<file path="src/rtl/alu_rx_sequencer_if.sv">
// -----------------------------------------------------------------------------
// alu_rx_sequencer_if
//
// Purpose: bundles the UART RX, ALU and UART TX facing signals of
// alu_rx_sequencer so that they travel as a single port.
//
// Signals (direction as seen by the sequencer, modport "slave"):
//   i_rx_data  in  N_BITS  received byte, valid while i_rx_done = 1
//   i_rx_done  in  1       one-cycle pulse, byte received
//   o_A        out N_BITS  registered operand A to the ALU
//   o_B        out N_BITS  registered operand B to the ALU
//   o_Op       out N_OP    registered opcode to the ALU
//   i_alu_res  in  N_BITS  ALU result (combinational from o_A/o_B/o_Op)
//   o_tx_data  out N_BITS  captured result to the transmitter
//   o_tx_start out 1       one-cycle transmit request
//   i_tx_done  in  1       one-cycle pulse, transmitter finished
//   o_busy     out 1       high whenever the sequencer is not idle
//   o_overrun  out 1       one-cycle pulse, received byte dropped
//   o_timeout  out 1       one-cycle pulse, frame aborted by timeout
//
// Modport "master" is the environment side (UART pair + ALU).
// -----------------------------------------------------------------------------
interface alu_rx_sequencer_if #(
    parameter int N_BITS = 8,
    parameter int N_OP   = 6
);
    logic [N_BITS-1:0] i_rx_data;
    logic              i_rx_done;
    logic [N_BITS-1:0] o_A;
    logic [N_BITS-1:0] o_B;
    logic [N_OP-1:0]   o_Op;
    logic [N_BITS-1:0] i_alu_res;
    logic [N_BITS-1:0] o_tx_data;
    logic              o_tx_start;
    logic              i_tx_done;
    logic              o_busy;
    logic              o_overrun;
    logic              o_timeout;

    modport slave (
        input  i_rx_data, i_rx_done, i_alu_res, i_tx_done,
        output o_A, o_B, o_Op, o_tx_data, o_tx_start, o_busy, o_overrun, o_timeout
    );

    modport master (
        output i_rx_data, i_rx_done, i_alu_res, i_tx_done,
        input  o_A, o_B, o_Op, o_tx_data, o_tx_start, o_busy, o_overrun, o_timeout
    );
endinterface

</file>
<file path="src/rtl/alu_rx_sequencer.sv">
// -----------------------------------------------------------------------------
// alu_rx_sequencer
//
// Purpose: collects three bytes from a UART receiver (operand A, operand B,
// opcode), holds them as stable registered ALU inputs, captures the ALU result
// after one settle cycle and hands it to a UART transmitter with a start/done
// handshake.
//
// Parameters:
//   N_BITS          operand, result and UART byte width
//   N_OP            opcode width (low N_OP bits of the third byte)
//   TIMEOUT_CYCLES  inter-byte timeout, only used with ALU_SEQ_TIMEOUT_EN
//
// Ports:
//   i_clk    in  system clock, rising edge
//   i_rst_n  in  asynchronous active-low reset
//   bus      alu_rx_sequencer_if.slave (RX, ALU and TX signals)
//
// Build option:
//   ALU_SEQ_TIMEOUT_EN  when defined, a frame stuck waiting for B or the
//                       opcode for TIMEOUT_CYCLES cycles is abandoned and
//                       o_timeout pulses. Otherwise o_timeout is tied to 0
//                       and the FSM waits indefinitely.
// -----------------------------------------------------------------------------
module alu_rx_sequencer #(
    parameter int N_BITS         = 8,
    parameter int N_OP           = 6,
    parameter int TIMEOUT_CYCLES = 1000000
) (
    input  logic                  i_clk,
    input  logic                  i_rst_n,
    alu_rx_sequencer_if.slave     bus
);

    typedef enum logic [2:0] {
        IDLE,
        WAIT_B,
        WAIT_OP,
        EXEC,
        SEND,
        WAIT_TX
    } state_t;

    // Catch configurations that cannot work at elaboration time.
    if (N_OP > N_BITS) begin : g_bad_op_width
        $error("alu_rx_sequencer: N_OP must not exceed N_BITS");
    end
    if (TIMEOUT_CYCLES < 1) begin : g_bad_timeout
        $error("alu_rx_sequencer: TIMEOUT_CYCLES must be at least 1");
    end

    state_t state;

`ifdef ALU_SEQ_TIMEOUT_EN
    localparam int CNT_W = $clog2(TIMEOUT_CYCLES + 1);
    localparam logic [CNT_W-1:0] CNT_LAST = CNT_W'(TIMEOUT_CYCLES - 1);

    logic [CNT_W-1:0] idle_cnt;
`else
    assign bus.o_timeout = 1'b0;
`endif

    // Single-process FSM: every output is a register updated together with
    // the state, so the ALU operands and the TX handshake are glitch-free.
    // NOTE: sequential state uses non-blocking assignments so that every
    // register samples pre-edge values regardless of statement order.
    always_ff @(posedge i_clk or negedge i_rst_n) begin
        if (!i_rst_n) begin
            state          <= IDLE;
            bus.o_A        <= '0;
            bus.o_B        <= '0;
            bus.o_Op       <= '0;
            bus.o_tx_data  <= '0;
            bus.o_tx_start <= 1'b0;
            bus.o_busy     <= 1'b0;
            bus.o_overrun  <= 1'b0;
`ifdef ALU_SEQ_TIMEOUT_EN
            bus.o_timeout  <= 1'b0;
            idle_cnt       <= '0;
`endif
        end else begin
            // Pulse outputs default low; the states below raise them for
            // exactly one cycle.
            bus.o_tx_start <= 1'b0;
            bus.o_overrun  <= 1'b0;
`ifdef ALU_SEQ_TIMEOUT_EN
            bus.o_timeout  <= 1'b0;
`endif
            case (state)
                IDLE: begin
                    if (bus.i_rx_done) begin
                        bus.o_A    <= bus.i_rx_data;
                        bus.o_busy <= 1'b1;
                        state      <= WAIT_B;
`ifdef ALU_SEQ_TIMEOUT_EN
                        idle_cnt   <= '0;
`endif
                    end
                end

                WAIT_B, WAIT_OP: begin
                    if (bus.i_rx_done) begin
                        // A byte arriving on the expiry edge still counts.
                        if (state == WAIT_B) begin
                            bus.o_B <= bus.i_rx_data;
                            state   <= WAIT_OP;
                        end else begin
                            // Upper byte bits are not part of the opcode.
                            bus.o_Op <= bus.i_rx_data[N_OP-1:0];
                            state    <= EXEC;
                        end
`ifdef ALU_SEQ_TIMEOUT_EN
                        idle_cnt <= '0;
                    end else if (idle_cnt == CNT_LAST) begin
                        // Abandon the frame; operand registers keep their
                        // values since the ALU output is not consumed.
                        bus.o_timeout <= 1'b1;
                        bus.o_busy    <= 1'b0;
                        idle_cnt      <= '0;
                        state         <= IDLE;
                    end else begin
                        idle_cnt <= idle_cnt + 1'b1;
`endif
                    end
                end

                EXEC: begin
                    // The operands have been stable for a full cycle, so the
                    // combinational ALU result has settled by this edge.
                    bus.o_tx_data  <= bus.i_alu_res;
                    bus.o_tx_start <= 1'b1;
                    bus.o_overrun  <= bus.i_rx_done;
                    state          <= SEND;
                end

                SEND: begin
                    // i_tx_done cannot belong to this frame yet: ignore it.
                    bus.o_overrun <= bus.i_rx_done;
                    state         <= WAIT_TX;
                end

                WAIT_TX: begin
                    bus.o_overrun <= bus.i_rx_done;
                    if (bus.i_tx_done) begin
                        bus.o_busy <= 1'b0;
                        state      <= IDLE;
                    end
                end

                default: begin
                    bus.o_busy <= 1'b0;
                    state      <= IDLE;
                end
            endcase
        end
    end

endmodule

</file>
<file path="src/flat_wrapper.sv">
// flat-port wrapper written by rule: the top's interface ports become plain ports
module alu_rx_sequencer_flat 
#(
    parameter int N_BITS         = 8,
    parameter int N_OP           = 6,
    parameter int TIMEOUT_CYCLES = 1000000
)
  (i_clk, i_rst_n, bus_i_rx_data, bus_i_rx_done, bus_i_alu_res, bus_i_tx_done, bus_o_A, bus_o_B, bus_o_Op, bus_o_tx_data, bus_o_tx_start, bus_o_busy, bus_o_overrun, bus_o_timeout);
  alu_rx_sequencer_if #(.N_BITS(N_BITS), .N_OP(N_OP)) bus_i ();
  input  logic i_clk;
  input  logic i_rst_n;
  input wire logic [$bits(bus_i.i_rx_data)-1:0] bus_i_rx_data;
  input wire logic [$bits(bus_i.i_rx_done)-1:0] bus_i_rx_done;
  input wire logic [$bits(bus_i.i_alu_res)-1:0] bus_i_alu_res;
  input wire logic [$bits(bus_i.i_tx_done)-1:0] bus_i_tx_done;
  output wire logic [$bits(bus_i.o_A)-1:0] bus_o_A;
  output wire logic [$bits(bus_i.o_B)-1:0] bus_o_B;
  output wire logic [$bits(bus_i.o_Op)-1:0] bus_o_Op;
  output wire logic [$bits(bus_i.o_tx_data)-1:0] bus_o_tx_data;
  output wire logic [$bits(bus_i.o_tx_start)-1:0] bus_o_tx_start;
  output wire logic [$bits(bus_i.o_busy)-1:0] bus_o_busy;
  output wire logic [$bits(bus_i.o_overrun)-1:0] bus_o_overrun;
  output wire logic [$bits(bus_i.o_timeout)-1:0] bus_o_timeout;
  assign bus_i.i_rx_data = bus_i_rx_data;
  assign bus_i.i_rx_done = bus_i_rx_done;
  assign bus_i.i_alu_res = bus_i_alu_res;
  assign bus_i.i_tx_done = bus_i_tx_done;
  assign bus_o_A = bus_i.o_A;
  assign bus_o_B = bus_i.o_B;
  assign bus_o_Op = bus_i.o_Op;
  assign bus_o_tx_data = bus_i.o_tx_data;
  assign bus_o_tx_start = bus_i.o_tx_start;
  assign bus_o_busy = bus_i.o_busy;
  assign bus_o_overrun = bus_i.o_overrun;
  assign bus_o_timeout = bus_i.o_timeout;
  alu_rx_sequencer #(.N_BITS(N_BITS), .N_OP(N_OP), .TIMEOUT_CYCLES(TIMEOUT_CYCLES)) u_core (.i_clk(i_clk), .i_rst_n(i_rst_n), .bus(bus_i));
endmodule
</file>
<file path="config.mk">
export PLATFORM = sky130hd
export DESIGN_NAME = alu_rx_sequencer_flat
export DESIGN_NICKNAME = d
export VERILOG_FILES = /design/src/rtl/alu_rx_sequencer_if.sv /design/src/rtl/alu_rx_sequencer.sv /design/src/flat_wrapper.sv
export SDC_FILE = /design/constraint.sdc
export NUM_CORES = 1
export LEC_CHECK = 0
export CORE_UTILIZATION = 35
export CTS_CLUSTER_DIAMETER = 50
export DETAILED_ROUTE_END_ITERATION = 8
export MAX_ROUTING_LAYER = met4
export PLACE_DENSITY = 0.71
export RECOVER_POWER = 50
export SYNTH_ARGS = -nofsm -noshare
export SYNTH_HDL_FRONTEND = slang
export SYNTH_SLANG_ARGS = --single-unit
</file>
<file path="constraint.sdc">
create_clock -name i_clk -period 2 [get_ports i_clk]
set_input_delay 0.4 -clock i_clk [delete_from_list [all_inputs] [get_ports i_clk]]
set_output_delay 0.4 -clock i_clk [all_outputs]
set_load 0.01 [all_outputs]
</file>
; Yosys cells after proc, flatten, opt, wreduce, memory -nomap -nowiden
; Cells that the tools add are included.
[word_totals]
mem_bits_rw = 0
out_inout_bits = 34
mem_bits_ro = 0
word_cells = 37
ff_bits = 36
mem_count = 0
latchBits = 0
[op_classes]
n_addsub = 0
n_shift = 0
reduce_logical = 9
mux = 10
bitwise = 2
magnitude_cmp = 0
multipliers = 0
div_mod_pow = 0
eq_ne = 8
[ops]
columns = cell, count
row1 = 3-bit one-hot mux with 5 select lines, 1
row2 = 3-bit AND reduction, 4
row3 = 3-bit two-way mux, 3
row4 = "3-bit by 2-bit equality test with 1-bit output, second input constant", 2
row5 = "3-bit equality test, second input constant", 2
row6 = "2-bit inequality test, second input constant", 3
row7 = 1-bit two-way mux, 5
row8 = 4-bit OR reduction, 1
row9 = "3-bit by 1-bit equality test with 1-bit output, second input constant", 1
row10 = 3-bit logical NOT, 1
row11 = 1-bit one-hot mux with 3 select lines, 1
row12 = 3-bit OR reduction, 1
row13 = 1-bit NOT, 2
row14 = 2-bit AND reduction, 1
row15 = 2-bit OR reduction, 1

; Depth between registers and ports, before layout
[depth]
depth_word = 4
ltp_mapped = 4
depth_no_buf = 3

; Worst setup path after synthesis
; No wires, ideal clock.
[synth_path]
path_type = register to register
startpoint = reg u_core.state[2]
endpoint = reg u_core.bus.o_A[0]
t_required_ns = 1.875
path_stages_with_launch = 4
setup_slack_ns = 0.649
arrival_time_ns = 1.226
n_path_buf = 0
cell_sequence = dfrtp_1 -> nand2b_4 -> nor3_4 -> mux2_2
[synth_between]
elab_chain_cells = 2
[synth_lines]
columns = item, line
row1 = start: declaration, alu_rx_sequencer.sv:52  ; state_t state;
row2 = start signal: assignment, alu_rx_sequencer.sv:69  ; state <= IDLE;
row3 = start signal: assignment, alu_rx_sequencer.sv:94  ; state <= WAIT_B;
row4 = start signal: assignment, alu_rx_sequencer.sv:106  ; state <= WAIT_OP;
row5 = 3-bit logical NOT, alu_rx_sequencer.sv:89  ; case (state)
row6 = 2-bit AND reduction (no source line), --
row7 = end signal: assignment, alu_rx_sequencer.sv:92  ; bus.o_A <= bus.i_rx_data;
row8 = end: declaration, alu_rx_sequencer_if.sv:42  ; output o_A, o_B, o_Op, o_tx_data, o_tx_start, o_busy, o_overrun, o_timeout
; No other way between the ends.
; A chain may end at the register's enable or synchronous reset.

; Worst setup path in the final report
[layout_path]
startpoint = in bus_i_rx_done
endpoint = reg u_core.bus.o_B[7]
[layout_between]
elab_chain_cells = 1
[layout_lines]
columns = item, line
row1 = start: declaration, flat_wrapper.sv:13  ; input wire logic [$bits(bus_i.i_rx_done)-1:0] bus_i_rx_done;
row2 = 3-bit AND reduction (no source line), --
row3 = end signal: assignment, alu_rx_sequencer.sv:105  ; bus.o_B <= bus.i_rx_data;
row4 = end: declaration, alu_rx_sequencer_if.sv:42
; No other way between the ends.

==> impl_metrics.csv <==
group,metric,value,unit
clocking,cts_tree,"built",
synth,synth.distinct_cells,21,
placed_design,gp_congestion,0.714,
synth,seq_area_frac_synth,63.7,%
worst_setup_path,cp-start-kind,"input pin",
synth,synthCells,92,
global_route,grt-ovfl-total,0,
finish,antenna_cells,0,
synth,synth_top_area_share,63.7,%
timing,slew-limit-headroom,42.9,%
timing,worstMarginPinSlew,0.856,ns
clocking,cts_setup_buffers,0,
synth,syn_area,1420,um2
floorplanning,die_area,4300,um2
synth,synth_flop_cell,"dfrtp_1",
run,cap_violations,0,
detailed_routing,wirelength,2720,um
detailed_routing,drt_iter0_drc,42,
timing,report.final.slew_viol_count,0,
floorplanning,initial_core_util,37.5,%
detailed_routing,drcViolationCount,0,
timing,max_freq,568,MHz
floorplanning,die_width,65.6,um
detailed_routing,drtPass1Iterations,2,
detailed_routing,vias_per_cell,4.65,
floorplanning,core-area,3770,um2
global_route,grt_pass1_vias,960,
placed_design,dp.cells,189,
outcome,status,"finished clean",
timing,finalCritPeriodShare,88.0,%
pwr,p_leak,0.866,nW
worst_setup_path,cp.required,2.17,ns
timing,min_period,1.76,ns
finish,final_nets,168,
placed_design,io_buffers,52,
clocking,root_buffer,"clkbuf_8",
detailed_routing,vias,917,
worst_setup_path,crit_type,"input pin to register",
synth,synth_area_leader_cell,"dfrtp_1",
worst_setup_path,cp.arrival,1.93,ns
pwr,powerDensity,1630,nW/um2
finish,drive_gt1_share,27.5,%
pwr,vdd_ir_drop_max,656,uV
finish,stdcell_count,197,
clocking,clk_latency,0.28,ns
synth,avgSynthCellArea,15.4,um2
global_route,grt_max_degree,37,
detailed_routing,wl_per_cell,13.8,um
floorplanning,num_rows,22,
clocking,cts_hold_buf,0,
clocking,cts_num_sinks,36,
synth,yosys_warnings,0,
clocking,cts_buffer_depth,2,
synth,synth_nets,112,
timing,tns,0,ns
worst_setup_path,cp_max_fo,8,
clocking,post_cts_resized,0,
timing,grt_setup_unrepaired,"false",
finish,area_delta_synth_final,45.1,%
synth,synth_commonest_cells,"36 x dfrtp_1, 30 x mux2_2, 3 x inv_1, 3 x nand2b_1",
clocking,h-tree-depth,2,
synth,synth-edff-count,0,
floorplanning,fp.dieH,65.6,um
finish,num-fill-cells,319,
worst_setup_path,end_kind,"register",
synth,synthTopCellsByArea,"dfrtp_1 64%, mux2_2 24%, nor2_4 1.6%, nand2b_1 1.3%, nor3_4 1.1%",
timing,fin_skew,0.00636,ns
detailed_routing,ant_nets,0,
timing,finalSetupViolations,0,
synth,ys_seq_elements,36,
global_route,grt_first_pass_wirelength,4510,um
global_route,antenna_found_initial,0,
placed_design,dp_hpwl,2050,um
timing,hold_viol_final,0,
clocking,cts.clk_slew.worst_paths,0.06,ns
global_route,track_usage,15.0,%
clocking,numCtsBuffers,5,
synth,async_reset_ff_share,100,%
floorplanning,pin_count,54,
synth,yosysMostFrequentCell,"dfrtp_1",
hold_path,hold_class,"input pin to asynchronous set/reset pin",
## registers in the layout (all words and copies together) (netlist names)
register / cells
u_core.bus.o_A: 8
u_core.bus.o_B: 8
u_core.bus.o_Op: 6
u_core.bus.o_busy: 1
u_core.bus.o_overrun: 1
u_core.bus.o_tx_data: 8
u_core.bus.o_tx_start: 1
u_core.state: 3
## power by group
| part | switching (mW) | total, mW | internal (mW) |
|---|---|---|---|
| Sequential | 0.226 | 1.32 | 1.09 |
| Clock | 0.235 | 0.516 | 0.281 |
| Combinational | 0.547 | 1.52 | 0.972 |
## critical path: stages
cell and delay, ns:
dlygate4sd3_1 0.64, nand2b_4 0.10, nor2_2 0.40, mux2_2 0.39
## cells by family (layout without fill, tap and decap cells)
family,Yosys count,after routing,synth area share [%]
flip-flops,36,36,63.7
other,1,1,0.265
AO/OA/AOI/OAI,6,6,2.74
buffers and inverters,6,63,2.03
AND/OR/NAND/NOR,13,13,7.43
multiplexers,30,30,23.9
## metal layers
| layer | global-route usage, % | vias up | part of all wire, % |
|---|---|---|---|
| li1 | - | 425 | - |
| met1 | 15.9 | 459 | 41 |
| met2 | 24.7 | 25 | 52 |
| met3 | 5.21 | 8 | 4.6 |
| met4 | 7.34 | 0 | 2.1 |
| met5 | - | - | 0 |
## per-stage QoR
step	cell area, um2	util (%)	setup slack, ns	total power [mW]	hold slack (ns)
2_1_floorplan	1420	-	0.649	2.06	0.104
3_3_place_gp	1970	52.3	0.0762	2.84	0.487
3_5_place_dp	1970	52.3	0.0492	2.90	0.494
4_1_cts	2060	54.7	0.343	3.43	0.220
5_1_grt	2050	54.4	0.196	3.58	0.284
6_report	2050	54.4	0.240	3.36	0.217
## worst paths after layout
check	cells after the start	end	from	slack (ns)
min in group i_clk	1	u_core.bus.o_Op[0]$_DFFE_PN0P_	u_core.bus.o_Op[0]$_DFFE_PN0P_	0.51
setup / recovery	4	u_core.bus.o_B[7]$_DFFE_PN0P_	bus_i_rx_done	0.24
max in group asynchronous	1	u_core.bus.o_tx_data[7]$_DFFE_PN0P_	i_rst_n	1.25
hold reg to reg	1	u_core.bus.o_Op[0]$_DFFE_PN0P_	u_core.bus.o_Op[0]$_DFFE_PN0P_	0.51
setup reg to reg	3	u_core.bus.o_B[7]$_DFFE_PN0P_	u_core.state[1]$_DFFE_PN0P_	0.44
hold / removal	1	u_core.bus.o_B[7]$_DFFE_PN0P_	i_rst_n	0.22
## cell type report
type | count | area [um2] | area share [%]
inverter | 3 | 11.3 | 0.548
sequential | 36 | 901 | 43.9
clock buffer | 8 | 90.1 | 4.39
timing repair buffer | 52 | 515 | 25.1
tap | 48 | 60.1 | 2.93
multi-input combinational | 50 | 475 | 23.2
## placed cells by master (no fill, tap or decap), types with 2 or more instances in the layout
cell type / instances
a21oi_1: 2
clkdlybuf4s50_1: 48
nand2b_1: 3
dlygate4sd3_1: 3
nor2_2: 2
clkbuf_8: 6
dfrtp_1: 36
mux2_2: 30
clkbuf_1: 2
inv_1: 3
(Power assumes the default switching activity.)
